===== src/rtl/ex_mem_reg.sv =====
// ex_mem_reg -- EX->MEM pipeline register of the five-stage core.
//
// Captures the EX-stage results on every rising clock edge and presents them,
// registered, to the memory stage. The capture priority is:
// reset > flush > stall > load.
//  - A flush inserts a bubble: every field is zero.
//  - A stall holds every field.
//  - On a load, the fields follow ex_*. When ex_valid is low, the control bits
//    are captured as zero.
//
// Misaligned loads and stores are trapped. A halfword access with addr[0] set,
// or a word access with addr[1:0] nonzero, raises me_misalign. The same access
// has its memory enables and its register write suppressed. The address, data
// and funct3 are still captured so the trap handler can report them.
//
// forward_data is combinational from the MEM-side registers and the WB-stage
// destination. It tells the memory stage to take the WB result as the store
// data.
//
// Optional feature: define EX_MEM_PERF_EN to enable two performance counters.
//  - perf_mem_ops counts aligned, valid memory operations as they are captured.
//  - perf_stall_cycles counts the cycles where stall is high and flush is low.
// When EX_MEM_PERF_EN is undefined, both counters read 32'h0.
//
// Ports:
//   clk, rst            core clock; synchronous active-high reset
//   ex_*                EX-stage instruction fields (inputs)
//   stall, flush        pipeline hold / bubble controls
//   w_rd, w_regs_write  WB-stage destination, used for store-data forwarding
//   me_*                registered MEM-stage fields (outputs)
//   me_misalign         misaligned-access trap for the MEM instruction
//   forward_data        select the WB result as the store data
//   perf_mem_ops, perf_stall_cycles   performance counters

module ex_mem_reg (
    input  logic        clk,
    input  logic        rst,
    input  logic        ex_valid,
    input  logic [31:0] ex_alu_o,
    input  logic [31:0] ex_regs_data2,
    input  logic [4:0]  ex_rs2,
    input  logic [4:0]  ex_rd,
    input  logic        ex_regs_write,
    input  logic        ex_mem2reg,
    input  logic        ex_mem_read,
    input  logic        ex_mem_write,
    input  logic [2:0]  ex_func3_code,
    input  logic        stall,
    input  logic        flush,
    input  logic [4:0]  w_rd,
    input  logic        w_regs_write,
    output logic        me_valid,
    output logic [31:0] me_alu_o,
    output logic [31:0] me_regs_data2,
    output logic [4:0]  me_rd,
    output logic        me_regs_write,
    output logic        me_mem2reg,
    output logic        me_mem_read,
    output logic        me_mem_write,
    output logic [2:0]  me_func3_code,
    output logic        me_misalign,
    output logic        forward_data,
    output logic [31:0] perf_mem_ops,
    output logic [31:0] perf_stall_cycles
);

    // Size field funct3[1:0]: 00 byte, 01 halfword, 10 word.
    // A byte access is never misaligned.
    function automatic logic addr_misaligned(input logic [1:0] addr_lo,
                                             input logic [1:0] size);
        logic mis;
        case (size)
            2'b01:   mis = addr_lo[0];
            2'b10:   mis = (addr_lo != 2'b00);
            default: mis = 1'b0;
        endcase
        return mis;
    endfunction

    logic        valid_r;
    logic [31:0] alu_r;
    logic [31:0] data2_r;
    logic [4:0]  rs2_r;
    logic [4:0]  rd_r;
    logic        regs_write_r;
    logic        mem2reg_r;
    logic        mem_read_r;
    logic        mem_write_r;
    logic [2:0]  func3_r;
    logic        misalign_r;

    logic        mem_op_s;
    logic        misalign_s;
    logic        ctrl_ok_s;
    logic        count_mem_op_s;
    logic        forward_s;

    // Gating of incoming control bits: drop them for EX bubbles and misaligned accesses.
    always_comb begin
        mem_op_s       = 1'b0;
        misalign_s     = 1'b0;
        ctrl_ok_s      = 1'b0;
        count_mem_op_s = 1'b0;
        mem_op_s       = ex_mem_read | ex_mem_write;
        misalign_s     = ex_valid & mem_op_s
                         & addr_misaligned(ex_alu_o[1:0], ex_func3_code[1:0]);
        ctrl_ok_s      = ex_valid & ~misalign_s;
        count_mem_op_s = ctrl_ok_s & mem_op_s;
    end

    // Pipeline register: reset > flush (bubble) > stall (hold) > load.
    always_ff @(posedge clk) begin
        if (rst || flush) begin
            valid_r      <= 1'b0;
            alu_r        <= 32'h0;
            data2_r      <= 32'h0;
            rs2_r        <= 5'd0;
            rd_r         <= 5'd0;
            regs_write_r <= 1'b0;
            mem2reg_r    <= 1'b0;
            mem_read_r   <= 1'b0;
            mem_write_r  <= 1'b0;
            func3_r      <= 3'd0;
            misalign_r   <= 1'b0;
        end else if (!stall) begin
            valid_r      <= ex_valid;
            alu_r        <= ex_alu_o;
            data2_r      <= ex_regs_data2;
            rs2_r        <= ex_rs2;
            rd_r         <= ex_rd;
            regs_write_r <= ex_regs_write & ctrl_ok_s;
            mem2reg_r    <= ex_mem2reg & ex_valid;
            mem_read_r   <= ex_mem_read & ctrl_ok_s;
            mem_write_r  <= ex_mem_write & ctrl_ok_s;
            func3_r      <= ex_func3_code;
            misalign_r   <= misalign_s;
        end
    end

    assign me_valid      = valid_r;
    assign me_alu_o      = alu_r;
    assign me_regs_data2 = data2_r;
    assign me_rd         = rd_r;
    assign me_regs_write = regs_write_r;
    assign me_mem2reg    = mem2reg_r;
    assign me_mem_read   = mem_read_r;
    assign me_mem_write  = mem_write_r;
    assign me_func3_code = func3_r;
    assign me_misalign   = misalign_r;

    // Store-data forward select; x0 is never a forwarding source.
    always_comb begin
        forward_s = 1'b0;
        forward_s = valid_r & mem_write_r & w_regs_write
                    & (w_rd != 5'd0) & (w_rd == rs2_r);
    end

    assign forward_data = forward_s;

`ifdef EX_MEM_PERF_EN
    logic [31:0] mem_ops_r;
    logic [31:0] stall_cycles_r;

    // Performance counters; both wrap naturally at 2^32.
    always_ff @(posedge clk) begin
        if (rst) begin
            mem_ops_r      <= 32'h0;
            stall_cycles_r <= 32'h0;
        end else if (flush) begin
            mem_ops_r      <= mem_ops_r;
            stall_cycles_r <= stall_cycles_r;
        end else if (stall) begin
            stall_cycles_r <= stall_cycles_r + 32'd1;
        end else if (count_mem_op_s) begin
            mem_ops_r      <= mem_ops_r + 32'd1;
        end
    end

    assign perf_mem_ops      = mem_ops_r;
    assign perf_stall_cycles = stall_cycles_r;
`else
    assign perf_mem_ops      = 32'h0;
    assign perf_stall_cycles = 32'h0;
`endif

endmodule


===== config.mk =====
export PLATFORM = sky130hd
export DESIGN_NAME = ex_mem_reg
export DESIGN_NICKNAME = d
export VERILOG_FILES = /design/src/rtl/ex_mem_reg.sv
export SDC_FILE = /design/constraint.sdc
export NUM_CORES = 1
export LEC_CHECK = 0
export CORE_ASPECT_RATIO = 1.75
export CORE_MARGIN = 8
export CORE_UTILIZATION = 30
export CTS_CLUSTER_SIZE = 40
export DETAILED_ROUTE_END_ITERATION = 10
export GPL_TIMING_DRIVEN = 0
export PLACE_DENSITY = 0.71
export SLEW_MARGIN = 25
export SYNTH_ARGS = -nofsm -noshare
export SYNTH_HDL_FRONTEND = slang
export SYNTH_SLANG_ARGS = --single-unit

===== constraint.sdc =====
create_clock -name clk -period 2.9 [get_ports clk]
set_input_delay 0.58 -clock clk [delete_from_list [all_inputs] [get_ports clk]]
set_output_delay 0.58 -clock clk [all_outputs]
set_load 0.01 [all_outputs]

# Yosys cells after proc, flatten, opt, wreduce, memory -nomap -nowiden
# Index checks and enable logic that the tools add are counted.
word_totals:
  out_inout_bits: 143
  word_cells: 31
  inputBits: 92
  reg_bits: 83
op_classes:
  mux: 1
  n_bitwise: 13
  n_eq_ne: 3
  n_reduce_logical: 3
op_table:
  columns: ["cell", "n"]
  rows:
  - ["$and A1 B1 Y1", 11]
  - ["$eq A5 B5 Y1", 1]
  - ["$reduce_bool A5 Y1", 1]
  - ["$eq A2 B1 Y1 const B", 1]
  - ["$eq A2 B2 Y1 const B", 1]
  - ["$pmux W1 S2", 1]
  - ["$reduce_bool A2 Y1", 1]
  - ["$logic_or A1 B1 Y1", 1]
  - ["$not A1 Y1", 1]
  - ["$or A1 B1 Y1", 1]

# Logic depth before layout (Yosys ltp)
logic_depth:
  word_depth: 6
  depth_mapped: 5
  mapped_depth_nobuf: 5

# Worst setup path before layout
# No wires, ideal clock.
synth_timing:
  kind: "in2out"
  start: "input w_rd[0]"
  end: "output forward_data"
  slack_ps: 1021
  t_required_ps: 2320
  path_buffers: 0
  arrival_time_ps: 1299
  cell_stages: 3
  cell_sequence: "or4_1 > a21oi_1 > nor3_1"
synth_between:
  elab_chain_len: 3
  elab_cells_between_ends: 4
  cone_classes: "eq/ne (1); bitwise (2); reduce/logical (1)"
synth_lines:
  columns: ["item", "line", "text"]
  rows:
  - ["from (decl)", "50", "input logic [4:0] w_rd,"]
  - ["$reduce_bool A5 Y1", "155", "& (w_rd != 5'd0) & (w_rd == rs2_r);"]
  - ["$and A1 B1 Y1", "155", null]
  - ["$and A1 B1 Y1 *", "155", null]
  - ["to (decl)", "62", "output logic forward_data,"]
# Mark *: on every way between the ends. The rest lies on a longest branch, timed or not.

# Worst setup path after layout
# Ends and elaborated chain as after synthesis.

==> impl_metrics.xml <==
<?xml version="1.0" encoding="UTF-8"?>
<metrics>
  <group name="placement">
    <metric name="finalWeightedCongestion" unit="">0.716</metric>
    <metric name="port_buffers" unit="">169</metric>
    <metric name="dpl.hpwl" unit="µm">9340</metric>
    <metric name="place_worst_setup_slack" unit="ps">62.1</metric>
  </group>
  <group name="yosys">
    <metric name="yosys_warnings" unit="">0</metric>
    <metric name="ys_ff_latch" unit="">83</metric>
    <metric name="netlist_instances" unit="">354</metric>
    <metric name="synthesis.area" unit="µm²">3560</metric>
    <metric name="sequential_share_of_the_synthesized_area" unit="%">46.7</metric>
    <metric name="postSynthAreaPerCell" unit="µm²">10.1</metric>
    <metric name="synth.distinct_cells" unit="">27</metric>
  </group>
  <group name="sta">
    <metric name="timing.final.ws_setup" unit="ps">381</metric>
    <metric name="worst_clock_skew" unit="ps">0</metric>
    <metric name="post-route-period-util" unit="%">86.9</metric>
    <metric name="grt_setup_unrepaired" unit="">false</metric>
    <metric name="setup_viol" unit="">0</metric>
    <metric name="timing.fmax" unit="GHz">0.397</metric>
    <metric name="hold_violations" unit="">0</metric>
    <metric name="tns" unit="ps">0</metric>
    <metric name="finalMaxSlewViolations" unit="">0</metric>
    <metric name="period_minus_slack" unit="ps">2520</metric>
  </group>
  <group name="setup_path">
    <metric name="critPathArrivalTime" unit="ps">1940</metric>
    <metric name="worst_r2r_startpoint" unit="">me_mem_write</metric>
    <metric name="crit_path_start" unit="">w_rd[0]</metric>
    <metric name="worstSetupStartpointType" unit="">primary input</metric>
    <metric name="max_fanout_on_critical_path" unit="">2</metric>
    <metric name="type_of_the_setup_path_with_the_least_slack" unit="">primary input to output port</metric>
    <metric name="end_kind" unit="">output port</metric>
    <metric name="worst_ep_required_time" unit="ps">2320</metric>
  </group>
  <group name="clocking">
    <metric name="cts_tree" unit="">yes</metric>
    <metric name="htree_levels" unit="">3</metric>
    <metric name="cts_sink_count" unit="">83</metric>
    <metric name="cts_hold_buffers" unit="">0</metric>
    <metric name="clock_buffer_count_from_cts" unit="">9</metric>
    <metric name="clkTransAtPathRegs" unit="ps">60</metric>
    <metric name="clk_path_buf_depth" unit="">2</metric>
    <metric name="root_buffer" unit="">clkbuf_16</metric>
    <metric name="clkLatencyLatePin" unit="ps">330</metric>
  </group>
  <group name="worst_hold_path">
    <metric name="timing.hold.worst.start" unit="">me_misalign</metric>
    <metric name="hold_class" unit="">flip-flop to flip-flop</metric>
  </group>
  <group name="routing">
    <metric name="dr.first_iter.drc_count" unit="">113</metric>
    <metric name="vias_per_cell" unit="">4.12</metric>
    <metric name="vias" unit="">3038</metric>
    <metric name="totalWireLength" unit="µm">11100</metric>
    <metric name="final_antenna_net_count" unit="">0</metric>
    <metric name="number_of_remaining_drc_errors" unit="">0</metric>
    <metric name="wire_per_inst" unit="µm">15.1</metric>
    <metric name="detail_route.first_pass.iterations" unit="">4</metric>
  </group>
  <group name="floorplanning">
    <metric name="io_pins" unit="">235</metric>
    <metric name="die_w" unit="µm">98.3</metric>
    <metric name="chipHeight" unit="µm">160</metric>
    <metric name="rows" unit="">52</metric>
    <metric name="core_region" unit="µm²">11600</metric>
    <metric name="dieArea" unit="µm²">15700</metric>
    <metric name="starting_density_of_the_core" unit="%">30.7</metric>
  </group>
  <group name="power_and_ir_drop">
    <metric name="power.share.clock" unit="%">43.0</metric>
    <metric name="p_comb_share" unit="%">16.4</metric>
    <metric name="power.density_cell_area" unit="nW/µm²">491</metric>
    <metric name="power_leakage" unit="nW">2.73</metric>
    <metric name="sequentialPowerShare" unit="%">40.6</metric>
    <metric name="pint" unit="mW">2.27</metric>
    <metric name="worst_ir_drop_vdd" unit="mV">0.392</metric>
    <metric name="power.share.switching" unit="%">22.9</metric>
    <metric name="power_switching" unit="mW">0.674</metric>
  </group>
  <group name="global_route">
    <metric name="grtUsageTotal" unit="%">13.9</metric>
    <metric name="antenna_found_initial" unit="">0</metric>
    <metric name="grt_first_pass_wirelength" unit="µm">17200</metric>
    <metric name="grt_max_degree" unit="">15</metric>
    <metric name="via_count_of_the_first_global_routing_pass" unit="">3287</metric>
    <metric name="grt_overflow" unit="">0</metric>
  </group>
  <group name="cells_and_area">
    <metric name="diodes" unit="">0</metric>
    <metric name="area_growth_syn_to_layout" unit="%">68.5</metric>
    <metric name="nets" unit="">691</metric>
    <metric name="drive_gt1_share" unit="%">15.3</metric>
  </group>
  <group name="outcome">
    <metric name="status" unit="">finished, final reports clean</metric>
  </group>
  <group name="flow_run">
    <metric name="maxCapViolCount" unit="">0</metric>
  </group>
</metrics>
worst max-delay path, stage by stage:
cell	delay, ps
clkdlybuf4s50_1	430
or4_1	540
a21oi_1	140
nor3_1	80
dlymetal6s2s_1	180
layout make-up:
cell class,count,area [µm²]
Buffer,83,589
Clock buffer,11,253
Clock inverter,5,85.1
Fill cell,1093,5580
Inverter,3,11.3
Multi-Input combinational cell,248,1530
Sequential cell,83,1660
Tap cell,135,169
Timing Repair Buffer,169,1690
state kept, by name, indices dropped and copies added, names as in the netlist:
signal,flops
me_alu_o,32
me_regs_data2,32
me_rd,5
rs2_r,5
me_func3_code,3
me_mem2reg,1
me_mem_read,1
me_mem_write,1
me_misalign,1
me_regs_write,1
me_valid,1
cell usage in the layout (no fill, tap or decap), drive strengths merged:
cell           count
dlymetal6s2s       1
and2               1
bufinv             2
a21oi              3
clkdlybuf4s50    168
conb              64
a32o               3
nor2b              1
a21o               1
clkinv             2
clkbuf            19
nor2              80
nand4              1
nand2              2
o22a               1
or4                1
inv                3
a311oi             1
or2                1
nand4b             1
clkinvlp           1
dfxtp             83
o2bb2a             1
nand2b             1
buf               75
nand3              1
mux2i             77
xnor2              4
nor3               1
ha                 2
worst paths after layout:
kind                  endpoint  slack, ps  cells after the start
hold / removal     me_misalign        470                      2
setup / recovery  forward_data        380                      5
setup reg to reg  me_mem_write       2200                      1
hold reg to reg    me_misalign        470                      2
routing by layer:
metal / up-vias / track usage [%] / wire length [µm]
met3: 23 / 8.10 / 1500
met4: 0 / 6.39 / 292
met2: 178 / 24.8 / 5540
met1: 1324 / 12.0 / 3770
met5: - / 0 / 0
li1: 1513 / - / -
cell families (layout without fill, tap and decap cells):
family / count (synthesis) / after routing / synth area share, %
and+or+nand+nor: 91 / 91 / 10.3
DFF: 83 / 83 / 46.7
xor gates and xnor gates: 4 / 4 / 0.984
AOI/OAI and AO/OA: 10 / 10 / 2.74
other: 1 / 64 / 0.105
muxes: 77 / 77 / 21.7
adders and majority gates: 2 / 2 / 0.703
buffers and inverters: 86 / 271 / 16.9
cell usage after synthesis:
cell type	number	area share, %
o2bb2a_1	1	0.28
clkbuf_1	8	0.84
ha_1	2	0.70
nand2b_1	1	0.18
and2_1	1	0.18
or2_1	1	0.18
a21oi_1	3	0.42
a21o_1	1	0.21
nand4b_1	1	0.25
nand2_1	2	0.21
a32o_1	3	0.84
buf_6	1	0.32
a311oi_4	1	0.74
conb_1	1	0.11
nand3_1	1	0.14
dfxtp_1	83	47
nor2_1	80	8.4
mux2i_1	77	22
o22a_1	1	0.25
nor2b_1	1	0.18
or4_1	1	0.21
inv_1	3	0.32
buf_4	71	15
xnor2_1	4	0.98
nor3_1	1	0.14
buf_2	3	0.42
nand4_1	1	0.18
power groups by stage:
stage | Clock, mW | Sequential, mW | Combinational, mW
after CTS | 1.31 | 1.20 | 0.481
after global routing | 1.36 | 1.20 | 0.523
after global placement | 0 | 1.22 | 0.473
after detailed placement | 0 | 1.22 | 0.480
final | 1.27 | 1.20 | 0.481
after floorplan | 0 | 1.24 | 0.236
stage by stage:
stage / hold WS [ps] / cells / utilization (%) / instance area (µm²) / power [mW]
2_1_floorplan: 478 / 417 / - / 3800 / 1.47
3_3_place_gp: 452 / 721 / 48.8 / 5660 / 1.69
3_5_place_dp: 460 / 721 / 48.8 / 5660 / 1.70
4_1_cts: 470 / 737 / 51.8 / 5990 / 2.99
5_1_grt: 517 / 737 / 51.8 / 6000 / 3.09
6_report: 469 / 737 / 51.8 / 6000 / 2.94
repair_timing:
item,in CTS,in global routing
endpoints found under the setup margin,0,1
hold endpoints to repair,0,0
gates resized for setup,0,1
setup buffers,0,0
No activity file was read; power rests on OpenSTA's default activity.
